===== config.mk =====
export PLATFORM = sky130hd
export DESIGN_NAME = multu_hilo_unit
export DESIGN_NICKNAME = d
export VERILOG_FILES = /design/src/rtl/multu_hilo_unit.sv
export SDC_FILE = /design/constraint.sdc
export NUM_CORES = 1
export LEC_CHECK = 0
export BUFFER_PORTS_ARGS = -buffer_cell sky130_fd_sc_hd__buf_2
export CORE_ASPECT_RATIO = 0.9
export CORE_MARGIN = 2
export CORE_UTILIZATION = 59
export CTS_CLUSTER_SIZE = 24
export DETAILED_ROUTE_END_ITERATION = 10
export PLACE_DENSITY_LB_ADDON = 0.2
export SYNTH_ARGS = -nofsm -noshare
export SYNTH_HDL_FRONTEND = slang
export SYNTH_SLANG_ARGS = --single-unit

===== constraint.sdc =====
create_clock -name clk -period 3.68 [get_ports clk]
set_input_delay 0 -clock clk [delete_from_list [all_inputs] [get_ports clk]]
set_output_delay 0 -clock clk [all_outputs]
set_load 0.01 [all_outputs]

===== src/rtl/multu_hilo_unit.sv =====
// multu_hilo_unit: 32-step unsigned shift-add multiplier that commits into HI/LO on command
// and serves MFHI/MFLO reads onto the result bus.
module multu_hilo_unit #(
  parameter int WIDTH = 32,
  parameter int STEPS = 32
) (
  input  logic             clk,
  input  logic             reset_n,
  input  logic [5:0]       Signal,
  input  logic [WIDTH-1:0] dataA,
  input  logic [WIDTH-1:0] dataB,
  output logic [WIDTH-1:0] dataOut,
  output logic             busy,
  output logic             done
);
  localparam logic [5:0] MULTU = 6'b011001;
  localparam logic [5:0] HILO  = 6'b111111;
  localparam logic [5:0] MFHI  = 6'b010000;
  localparam logic [5:0] MFLO  = 6'b010010;
  typedef enum logic [1:0] {IDLE, RUN, DONE} state_t;
  state_t             state_q, state_d;
  logic [5:0]         prev_sig_q;
  logic [WIDTH-1:0]   mcand_q, mcand_d, hi_q, hi_d, lo_q, lo_d;
  logic [2*WIDTH-1:0] prod_q, prod_d;
  logic [5:0]         count_q, count_d;
  logic               open_pend_q, open_pend_d, busy_q, busy_d, done_q, done_d;
  logic               start, is_hilo;
  logic [WIDTH:0]     sum;
  assign start   = (Signal == MULTU) && (prev_sig_q != MULTU);
  assign is_hilo = Signal == HILO;
  // Carry out of the upper-half add is kept so the shifted product never overflows.
  assign sum = {1'b0, prod_q[2*WIDTH-1:WIDTH]} + {1'b0, prod_q[0] ? mcand_q : '0};
  always_comb begin
    state_d     = state_q;
    mcand_d     = mcand_q;
    prod_d      = prod_q;
    count_d     = count_q;
    open_pend_d = open_pend_q;
    hi_d        = hi_q;
    lo_d        = lo_q;
    done_d      = 1'b0;
    case (state_q)
      IDLE: if (start) begin
        mcand_d     = dataA;
        prod_d      = {{WIDTH{1'b0}}, dataB};
        count_d     = '0;
        open_pend_d = 1'b0;
        state_d     = RUN;
      end
      RUN: if (Signal != MULTU && !is_hilo) state_d = IDLE;
      else begin
        prod_d      = {sum, prod_q[WIDTH-1:1]};
        count_d     = count_q + 6'd1;
        open_pend_d = open_pend_q | is_hilo;
        state_d     = (count_q == 6'(STEPS - 1)) ? DONE : RUN;
      end
      DONE: if (open_pend_q || is_hilo) begin
        {hi_d, lo_d} = prod_q;
        done_d       = 1'b1;
        state_d      = IDLE;
      end
      default: state_d = IDLE;
    endcase
    busy_d = state_d != IDLE;
  end
  always_ff @(posedge clk or negedge reset_n) begin
    if (!reset_n) begin
      state_q     <= IDLE;
      prev_sig_q  <= '0;
      mcand_q     <= '0;
      prod_q      <= '0;
      count_q     <= '0;
      open_pend_q <= 1'b0;
      hi_q        <= '0;
      lo_q        <= '0;
      busy_q      <= 1'b0;
      done_q      <= 1'b0;
    end else begin
      state_q     <= state_d;
      prev_sig_q  <= Signal;
      mcand_q     <= mcand_d;
      prod_q      <= prod_d;
      count_q     <= count_d;
      open_pend_q <= open_pend_d;
      hi_q        <= hi_d;
      lo_q        <= lo_d;
      busy_q      <= busy_d;
      done_q      <= done_d;
    end
  end
  assign busy    = busy_q;
  assign done    = done_q;
  assign dataOut = (Signal == MFHI) ? hi_q : (Signal == MFLO) ? lo_q : '0;
endmodule


* Word level (Yosys, flattened, before mapping)
Cells that the tools add are included.
** Storage, ports and cells
- Register bits :: 177
- Output and inout port bits :: 34
** Operators by class
- Muxes and demuxes :: 19
- Equality and inequality tests :: 11
- $add $sub $neg :: 2
- Reduce and logical (&&, ||, !) cells :: 10
- Bitwise logic cells :: 1
** Operator list (number)
- $mux W64 :: 2
- $pmux W64 S2 :: 1
- $mux W32 :: 3
- $add A32 B32 Y33 :: 1
- $eq A6 B5 Y1 const B :: 4
- $mux W6 :: 2
- $ne A6 B5 Y1 const B :: 2
- $pmux W6 S2 :: 1
- $mux W2 :: 4
- $add A6 B1 Y6 const B :: 1
- $eq A6 B6 Y1 const B :: 1
- $pmux W2 S3 :: 1
- $mux W1 :: 4
- $ne A2 B2 Y1 const B :: 2
- $reduce_and A2 Y1 :: 2
- $reduce_bool A2 Y1 :: 2
- $reduce_and A3 Y1 :: 1
- $eq A2 B1 Y1 const B :: 1
- $eq A2 B2 Y1 const B :: 1
- $logic_and A1 B1 Y1 :: 2
- $logic_not A2 Y1 :: 1
- $pmux W1 S2 :: 1
- $logic_not A1 Y1 :: 1
- $logic_or A1 B1 Y1 :: 1
- $or A1 B1 Y1 :: 1

* Longest topological paths before layout
Gate-level depths: netlist (run 1).
- Depth after elaboration :: 6
- Mapped depth :: 12

* Worst setup path before layout (run 1)
Ideal clock, no wire load.
- Path kind :: register to register
- Start :: register prod_q[0]
- End :: register prod_q[60]
- Data required time :: 3549 ps
- Cell stages (with the launch flop) :: 12
- Buffers on the path :: 1
- Library setup time :: 131 ps
- Path slack :: 806 ps
- Period minus slack after synthesis :: 2874 ps
- Arrival time :: 2743 ps
- Cells stage by stage :: dfrtp_1 -> clkbuf_1 -> and2_1 -> ha_1 -> o211a_1 -> o21ai_1 -> a211o_4 -> o41ai_4 -> o31ai_2 -> o311a_1 -> a211oi_1 -> o21ai_1
** On the way
- Cells in the longest elaborated chain, start to end :: 4
** Ends and longest elaborated chain
- start, declared :: line 24 : logic [2*WIDTH-1:0] prod_q, prod_d;
- start signal, assigned :: line 82 : prod_q <= prod_d;
- $mux W32 :: line 32 : assign sum = {1'b0, prod_q[2*WIDTH-1:WIDTH]} + {1'b0, prod_q[0] ? mcand_q : '0};
- $add A32 B32 Y33 :: line 32
- $mux W64 :: line 50 : RUN: if (Signal != MULTU && !is_hilo) state_d = IDLE;
- $pmux W64 S2 :: line 42 : case (state_q)
Every way passes these cells. The select of a mux whose other input is x is not followed.
A chain may end at the register's enable or synchronous reset.

* Final worst setup path (run 1)
- Start :: register prod_q[0]
- End :: register prod_q[56]
Same word-level chain as after synthesis.

==> run metrics, run 1 <==
CP Class register to register; ANT cells 0; synth top area cells dfrtp_1 (49%), mux2_2 (12%), ha_1 (4.6%); Synth Register Bits 177; vias 7,061; Synth cell types 57; Num CTS Buffers 17; clock tree from TritonCTS yes; number of synthesized flops with an enable pin 0; Commonest cells post-synth dfrtp_1 (177), mux2_2 (96), nand2_1 (65); FMAX 300.0 MHz; Critical Path End Type register; PortBufs about 110; Non-Filler Instances between 1,000 and 1,500; initial antenna violation count 0; Synth top area share between 40 and 50%; Syn Inst Count 816; count leader, synth dfrtp_1; Via density 5.949; io pins 106; Reg2Reg Setup Slack 0.35 ns; Setup TNS Final 0 ns; max_cap viols 0; Hold Vio Cnt, Final 0; die span in y around 120 um; syn_area_per_cell 11.05 sq um; Initial Util around three fifths; largest net degree at the start of global routing slightly above 100; status finished, final reports clean; Area Overhead vs Synth 23.13%; core box area 14,820 sq um; H-tree depth 4; Final Setup Violations 0; fin. max-slew vios 0; Clk Latency, worst-skew pair roughly 0.43 ns; gr usage total 29.40%; Worst-Margin Slew 1.189 ns; ys async rst share between 90% and 100%; Clock Sinks between 150 and 200; Min Clock Period, post-route between 3 and 4 ns; Syn Std Cell Area around 9000 sq um; die width 134.3 um; pwr/cell area 420.7 nW/um^2; clock transition at the registers of the reported paths 0.07 ns; Worst Path Arrival 3.64 ns; Synth Net Count 922; DR pass1 iterations 9; crit share post-route 90.58%; routability cong. a little over 0.9; data required time of the worst path approximately 4 ns; FP Rows 42; Synth Warn # 0; placed cells 1,085; initial DRC count 691; crit path max fanout 19; vias in the first global route 7,058; Max IR drop VDD 0.4138 mV; post-synthesis sequential area ratio 49.12%; worst relative slew slack 20.53%; # DRC 0; global route total overflow 0; post_cts resized 0; Max clock buf depth 2; Worst Hold Class input pin to register; Setup crit start kind register; Pleak 5.587 nW; ANT nets after route 0; Routed WL about 23,000 um; ys flop type dfrtp_1; first-pass GRT wire length 37,140 um; clk_skew 0.008987 ns; layout cells sized above 1 25.88%; WL per Instance 19.10 um; Final nets 1,082; CTS root buf clkbuf_16; Synth area leader dfrtp_1; dpl hpwl approximately 15,000 um; setup repair after global routing missed its margin no; die area 16,290 sq um
-- where the power goes --
group          internal (mW)  leakage (nW)  switching (mW)  total [mW]
Combinational          0.256          2.88           0.224       0.481
Clock                   1.18         0.316           0.814        2.00
Sequential              2.08          2.39           0.111        2.19
Total                   3.52          5.59            1.15        4.67
-- flip-flops by register name, indices dropped and copies added, names as in the netlist --
register / flops
busy: 1
state_q: 2
open_pend_q: 1
count_q: 6
lo_q: 32
done: 1
mcand_q: 32
hi_q: 32
prev_sig_q: 6
prod_q: 64
-- placed cells by master (no fill, tap or decap), types with 3 or more instances in the layout --
cell / instances
a222oi_1: 32
mux2_2: 96
o21a_1: 5
buf_4: 13
nand3b_1: 3
xnor2_1: 16
dfrtp_1: 177
nor3b_1: 3
and2_1: 35
o22ai_1: 19
a21oi_1: 34
dlygate4sd3_1: 70
a211oi_1: 4
inv_1: 40
and3_1: 5
nor3_1: 5
mux2i_1: 32
o21ai_1: 9
xor2_1: 14
nor2b_1: 4
inv_6: 4
ha_1: 33
nor2_1: 51
buf_2: 104
bufinv_16: 4
o211ai_1: 5
nand3_1: 7
o21ai_0: 17
clkbuf_16: 17
inv_8: 4
a21o_1: 11
nand4_1: 7
nand2_1: 65
o21bai_1: 4
-- what timing repair did --
| item | in CTS | in global routing |
|---|---|---|
| hold buffers | 70 | 0 |
| setup buffers | 0 | 0 |
| endpoints found under the hold margin | 168 | 0 |
| setup endpoints to repair | 0 | 0 |
-- stage by stage --
stage                     util, %  hold slack [ns]  cell area (sq um)  total power [mW]  worst slack [ns]
final                       74.92          0.08070              11100             4.671            0.3466
after global routing        74.92           0.1191              11100             4.864            0.1182
after CTS                   74.92          0.05817              11100             4.692            0.3700
after detailed placement    65.78           0.1519               9748             2.640            0.4132
after global placement      65.78           0.1421               9748             2.616            0.5091
after floorplan                 -          -0.2956               9017             2.458            0.8063
-- cell type report --
cell class	count	area, sq um
fillers	999	3716
repair buffers	190	1370
multi-input cells	550	4252
flip-flops and latches	177	4429
well taps	198	247.7
clock buffers	18	439.2
inverters	40	150.1
clock inverters	14	215.2
-- metal layers --
layer | routed length (um) | GRT usage (%) | part of all wire, %
met1 | 10280 | 42.52 | 45
met2 | 10480 | 45.28 | 46
met3 | 1684 | 6.558 | 7.4
met4 | 219 | 7.500 | 0.97
met5 | 0 | 0 | 0
-- logic make-up (layout without fill, tap and decap cells) --
logic type | Yosys count | after routing | synth area share (%)
DFF | 177 | 177 | 49.12
AOI/OAI and AO/OA | 163 | 163 | 13.38
and+or+nand+nor | 195 | 195 | 10.41
xor gates and xnor gates | 30 | 30 | 2.914
muxes | 128 | 128 | 15.54
adders and majority gates | 34 | 34 | 4.801
buffers and inverters | 89 | 262 | 3.843
-- critical path, cell delays in order (launching register included) --
cell and delay, ns:
dfrtp_1 0.71, and2_1 0.22, ha_1 0.29, a211oi_1 0.38, nor2b_4 0.24, a211o_4 0.17
o41ai_4 0.09, o31ai_2 0.52, o31ai_4 0.12, a21o_1 0.19, a221o_1 0.29
-- path summary, 6_finish.rpt --
check,startpoint,endpoint,cells past startpoint
setup / recovery,prod_q[0],prod_q[56],10
hold / removal,Signal[1],open_pend_q,5
setup reg to reg,prod_q[0],prod_q[56],10
hold reg to reg,mcand_q[13],mcand_q[13],1
max in group asynchronous,reset_n,lo_q[13],3
min in group asynchronous,reset_n,mcand_q[25],2
(Power assumes the default switching activity.)
==> inputs of run 2 (changes only) <==
--- a/config.mk
+++ b/config.mk
@@ -7,7 +7,7 @@
 export LEC_CHECK = 0
 export BUFFER_PORTS_ARGS = -buffer_cell sky130_fd_sc_hd__buf_2
 export CORE_ASPECT_RATIO = 0.9
-export CORE_MARGIN = 2
+export CORE_MARGIN = 10
 export CORE_UTILIZATION = 59
 export CTS_CLUSTER_SIZE = 24
 export DETAILED_ROUTE_END_ITERATION = 10
==> run 2 against run 1 <==
Global-route usage shrank 5.0 points. Worst setup slack lost 0.046 ns. Clock power shrank 12%. Power shrank 4.9%. Critical path depth grew 2. Largest power group unchanged. Highest routed layer unchanged.
==> run metrics, run 2 (synthesis gave the netlist of run 1 again) <==
setup bufs post-CTS 0 (unchanged); core box area 14,870 sq um (was 14,820 sq um); NetSw 1.134 mW (was 1.149 mW); Hold Vio Cnt, Final 0 (unchanged); Worst Hold Class input pin to asynchronous set/reset pin (was input pin to register); vias 7,064 (was 7,061); CTS root buf clkbuf_16 (unchanged); most frequent cells in the layout dfrtp_1 (176), buf_2 (104), mux2_2 (96) (was dfrtp_1 (177), buf_2 (104), mux2_2 (96)); CP Class register to register (unchanged); DR pass1 iterations 5 (was 9); clock share of power 39.6% (was 42.7%); FF-to-FF Start prod_q[0] (unchanged); status finished, final reports clean (unchanged); ANT cells 0 (unchanged); crit path max fanout 18 (was 19); Internal 3.306 mW (was 3.522 mW); setup repair after global routing missed its margin no (unchanged); io pins 106 (unchanged); layout cells sized above 1 25.71% (was 25.88%); filler cell count 992 (was 999); WL per Instance 20.56 um (was 19.10 um); Final Setup Violations 0 (unchanged); worst r2r path cells 12 (was 10); Max clock buf depth 2 (unchanged); PortBufs 105 (unchanged); routability cong. 0.8636 (was 0.9085); largest net degree at the start of global routing 103 (was 101); FP Rows 42 (unchanged); worst relative slew slack 17.82% (was 20.53%); Top delay family on crit path compound AO/OA/AOI/OAI gates (unchanged); data required time of the worst path 3.96 ns (was 3.99 ns); die area 20,640 sq um (was 16,290 sq um); Reg power frac 49.4% (was 47.0%); Net Sw Frac 25.54% (was 24.60%); Tot Pwr 4.440 mW (was 4.671 mW); H-tree depth 4 (unchanged); crit share post-route 91.83% (was 90.58%); # DRC 0 (unchanged); Setup TNS Final 0 ns (unchanged); dpl hpwl 16,350 um (was 14,630 um); clock transition at the registers of the reported paths 0.07 ns (about the same); fin. max-slew vios 0 (unchanged); Area Overhead vs Synth 22.52% (was 23.13%); first-pass GRT wire length 39,900 um (was 37,140 um); Setup crit start kind register (unchanged); Routed WL 24,390 um (was 22,670 um); initial antenna violation count 0 (unchanged); die span in y 137.3 um (was 121.3 um); worst reg2reg endpoint prod_q[61] (was prod_q[56]); Clk Latency, worst-skew pair 0.43 ns (about the same); Worst-Margin Slew 1.230 ns (was 1.189 ns); Worst Path Arrival 3.66 ns (was 3.64 ns); Max IR drop VDD 0.3451 mV (was 0.4138 mV); global route total overflow 0 (unchanged); Via density 5.956 (was 5.949); most common cell after layout, fill and taps aside dfrtp_1 (unchanged); gr usage total 24.42% (was 29.40%); max reg flops 64 (unchanged); ANT nets after route 0 (unchanged); Gate power share 11.0% (was 10.3%); max_cap viols 0 (unchanged); Reg2Reg Setup Slack 0.30 ns (was 0.35 ns); vias in the first global route 7,453 (was 7,058); Num CTS Buffers 17 (unchanged); clock tree from TritonCTS yes (unchanged); Slowest cell on crit path dfrtp_2 (was dfrtp_1); crit-path cells and2_1, ha_1, inv_1, fa_1, nor2b_1, o211ai_1, a21bo_1, o211ai_1, a21oi_1, o311ai_1, xnor2_1, o21ai_1 (was and2_1, ha_1, a211oi_1, nor2b_4, a211o_4, o41ai_4, o31ai_2, o31ai_4, a21o_1, a221o_1); Final nets 1,082 (unchanged); pwr/cell area 401.9 nW/um^2 (was 420.7 nW/um^2); Clock Sinks 177 (unchanged); Critical Path End Type register (unchanged); Top reg by flops prod_q (unchanged); Pleak 5.559 nW (was 5.587 nW); initial DRC count 665 (was 691); cell repeated most along the worst path o211ai_1; Min Hold Slack 0.2064 ns (was 0.08070 ns); Initial Util 60.63% (was 60.85%); Min Clock Period, post-route 3.379 ns (was 3.333 ns); FMAX 295.9 MHz (was 300.0 MHz); clk_skew 0.01331 ns (was 0.008987 ns); die width 150.3 um (was 134.3 um); Worst path max stage delay 0.55 ns (was 0.71 ns); Crit path buffers/inverters 1 (was 0)
==> run 2: area by class of cell <==
cell class,instances,area (sq um),share of cell area (%)
Clock buffer,19,442.9,4.009
Clock inverter,12,127.6,1.155
Inverter,40,150.1,1.359
Multi-Input combinational cell,550,4252,38.48
Sequential cell,177,4431,40.10
Tap cell,198,247.7,2.242
Timing Repair Buffer,190,1398,12.65
==> run 2: how the worst max path moves through the flow <==
| stage | startpoint | endpoint | slack [ns] | cells after the start |
|---|---|---|---|---|
| floorplan | prod_q[0] | prod_q[60] | 0.81 | 11 |
| global placement | prod_q[0] | prod_q[61] | 0.45 | 12 |
| detailed placement | prod_q[0] | prod_q[61] | 0.23 | 12 |
| CTS | prod_q[0] | prod_q[61] | 0.20 | 12 |
| global route | prod_q[0] | prod_q[61] | 0.16 | 12 |
| finish | prod_q[0] | prod_q[61] | 0.30 | 12 |
==> run 2: routing by layer <==
| metal | GRT usage [%] | wire (um) |
|---|---|---|
| met1 | 33.30 | 11030 |
| met2 | 38.67 | 11450 |
| met3 | 5.379 | 1615 |
| met4 | 6.580 | 299 |
| met5 | 0 | 0 |
==> run 2: repair_timing <==
| item | 4_1_cts | 5_1_grt |
|---|---|---|
| endpoints found under the hold margin | 171 | 0 |
| setup endpoints to repair | 0 | 1 |
| hold buffers | 71 | 0 |
| resized for setup | 0 | 1 |
==> run 2: worst register-to-register path, cell delays in order (launching register included) <==
cell	delay [ns]
dfrtp_2	0.55
and2_1	0.19
ha_1	0.16
inv_1	0.06
fa_1	0.41
nor2b_1	0.18
o211ai_1	0.16
a21bo_1	0.23
o211ai_1	0.35
a21oi_1	0.21
o311ai_1	0.47
xnor2_1	0.20
o21ai_1	0.08
==> run 2: power groups by stage <==
stage          Sequential (mW)  Combinational, mW  Clock (mW)
2_1_floorplan             2.18              0.283           0
3_3_place_gp              2.22              0.405           0
3_5_place_dp              2.22              0.424           0
4_1_cts                   2.19              0.488        1.78
5_1_grt                   2.21              0.546        1.86
6_report                  2.19              0.490        1.76
==> run 2: metrics by stage <==
stage	std cells	area, sq um	util (%)	setup WS (ns)
2_1_floorplan	816	9017	-	0.8063
3_3_place_gp	1084	9766	65.67	0.4451
3_5_place_dp	1084	9766	65.67	0.2330
4_1_cts	1186	11050	74.28	0.2018
5_1_grt	1186	11050	74.29	0.1570
6_report	1186	11050	74.29	0.3008
==> inputs of run 3 (changes only) <==
--- a/config.mk
+++ b/config.mk
@@ -8,7 +8,8 @@
 export BUFFER_PORTS_ARGS = -buffer_cell sky130_fd_sc_hd__buf_2
 export CORE_ASPECT_RATIO = 0.9
 export CORE_MARGIN = 10
-export CORE_UTILIZATION = 59
+export CORE_UTILIZATION = 60
+export CTS_BUF_LIST = sky130_fd_sc_hd__clkbuf_8
 export CTS_CLUSTER_SIZE = 24
 export DETAILED_ROUTE_END_ITERATION = 10
 export PLACE_DENSITY_LB_ADDON = 0.2
==> run 3 against run 2 <==
Largest cell class unchanged. Combinational power shrank 1%. Critical path type unchanged. Clock skew grew 0.00082 ns. Largest power group unchanged. Register-to-register slack gained 0.04 ns. Highest routed layer unchanged. Critical path depth is the same.
==> run metrics, run 3 (synthesis gave the netlist of run 1 again) <==
io pins 106 (unchanged); ANT cells 0 (unchanged); Num CTS Buffers 17 (unchanged); max reg flops 64 (unchanged); Min Clock Period, post-route 3.336 ns (was 3.379 ns); Routed WL 23,320 um (was 24,390 um); FMAX 299.8 MHz (was 295.9 MHz); layout cells sized above 1 25.35% (was 25.71%); Worst-Margin Slew 1.161 ns (was 1.230 ns); filler cell count 1,014 (was 992); Pleak 5.456 nW (was 5.559 nW); WL per Instance 19.70 um (was 20.56 um); Final nets 1,080 (was 1,082); core box area 14,710 sq um (was 14,870 sq um); die width 149.2 um (was 150.3 um); H-tree depth 4 (unchanged); DR pass1 iterations 7 (was 5); ANT nets after route 0 (unchanged); routability cong. 0.8934 (was 0.8636); most common cell after layout, fill and taps aside dfrtp_1 (unchanged); most frequent cells in the layout dfrtp_1 (177), buf_2 (104), mux2_2 (96) (was dfrtp_1 (176), buf_2 (104), mux2_2 (96)); PortBufs 105 (unchanged); fin. max-slew vios 0 (unchanged); Final Setup Violations 0 (unchanged); initial antenna violation count 0 (unchanged); largest net degree at the start of global routing 95 (was 103); clk_skew 0.01413 ns (was 0.01331 ns); data required time of the worst path 4.04 ns (was 3.96 ns); crit share post-route 90.65% (was 91.83%); pwr/cell area 365.8 nW/um^2 (was 401.9 nW/um^2); crit path max fanout 21 (was 18); Setup TNS Final 0 ns (unchanged); vias 6,996 (was 7,064); Non-Filler Instances 1,184 (was 1,186); Top reg by flops prod_q (unchanged); Setup crit start kind register (unchanged); initial DRC count 703 (was 665); CP Class register to register (unchanged); first-pass GRT wire length 37,340 um (was 39,900 um); status finished, final reports clean (unchanged); CTS root buf clkbuf_8 (was clkbuf_16); Clock Sinks 177 (unchanged); post_cts resized 0 (unchanged); die span in y 136.3 um (was 137.3 um); # DRC 0 (unchanged); die area 20,340 sq um (was 20,640 sq um); Via density 5.909 (was 5.956); Worst Path Arrival 3.69 ns (was 3.66 ns); Initial Util 61.28% (was 60.63%); setup repair after global routing missed its margin no (unchanged); clock transition at the registers of the reported paths 0.10 ns (was 0.07 ns); vias in the first global route 6,963 (was 7,453); dpl hpwl 16,080 um (was 16,350 um); placed cells 1,082 (was 1,084); Area Overhead vs Synth 19.83% (was 22.52%); global route total overflow 0 (unchanged); worst relative slew slack 22.42% (was 17.82%); Clk Latency, worst-skew pair 0.48 ns (was 0.43 ns); Critical Path End Type register (unchanged); FP Rows 42 (unchanged); clock tree from TritonCTS yes (unchanged); Hold Vio Cnt, Final 0 (unchanged); max_cap viols 0 (unchanged); Max clock buf depth 2 (unchanged); Max IR drop VDD 0.2480 mV (was 0.3451 mV); setup bufs post-CTS 0 (unchanged); gr usage total 23.13% (was 24.42%); Worst Hold Class input pin to asynchronous set/reset pin (unchanged)
## run 3: cell types whose count changed in the layout (fill, tap and decap cells not counted), moves of 2 or more
cell,change
inv_8,+2
buf_12,-2
inv_1,+2
clkbuf_8,+16
clkbuf_16,-17
## run 3: final cells by class
cell class | instances | area (sq um) | area share (%)
clock buffers | 17 | 234.0 | 2.165
clock inverters | 14 | 135.1 | 1.251
inverters | 40 | 150.1 | 1.390
multi-input cells | 550 | 4252 | 39.35
flip-flops and latches | 177 | 4429 | 40.99
well taps | 198 | 247.7 | 2.293
repair buffers | 188 | 1358 | 12.56
## run 3: metrics by stage
step                utilization, %  power, mW  hold WS, ns  worst slack (ns)  cell area, sq um
global placement             66.10      2.617       0.1288            0.5048              9726
detailed placement           66.10      2.643       0.1484            0.3752              9726
finish                       73.44      3.953       0.1556            0.3440             10810
global route                 73.44      4.136       0.1781           0.07233             10810
CTS                          73.44      3.972       0.1817            0.3722             10810
floorplan                        -      2.458      -0.2956            0.8063              9017
## run 3: report_power, final
group | internal (mW) | leakage, nW | switching [mW] | total (mW)
logic | 0.255 | 2.87 | 0.228 | 0.483
registers | 2.08 | 2.39 | 0.104 | 2.18
clock network | 0.546 | 0.191 | 0.739 | 1.29
total | 2.88 | 5.46 | 1.07 | 3.95
## run 3: repair_timing
action,in CTS,in global routing
endpoints found under the hold margin,162,0
setup endpoints to repair,0,0
hold buffers,71,0
## run 3: layer usage
layer / part of all wire (%) / GRT usage (%) / vias to the layer above
met4: 0.92 / 5.664 / 0
met2: 44 / 33.95 / 256
li1: - / - / 3259
met5: 0 / 0 / -
met3: 6.9 / 5.284 / 20
met1: 48 / 33.87 / 3461
## run 3: critical path, stage by stage, from the launching register on
cell and delay (ns):
dfrtp_1 0.59, buf_4 0.31, nand2_1 0.13, inv_1 0.08
ha_1 0.22, a21o_1 0.20, o21ai_1 0.24, a211o_4 0.22
o41ai_4 0.10, o31ai_2 0.51, o31ai_4 0.11, a21o_1 0.22
a221o_1 0.30
## run 3: path summary, 6_finish.rpt
check	slack [ns]	to	startpoint	depth (start not counted)
min reg2reg	0.50	mcand_q[12]	mcand_q[12]	1
max in group asynchronous	2.63	mcand_q[31]	reset_n	3
min in group clk	0.21	prev_sig_q[4]	Signal[4]	2
max reg2reg	0.34	prod_q[56]	prod_q[0]	12
max	0.34	prod_q[56]	prod_q[0]	12
min	0.16	prod_q[60]	reset_n	2
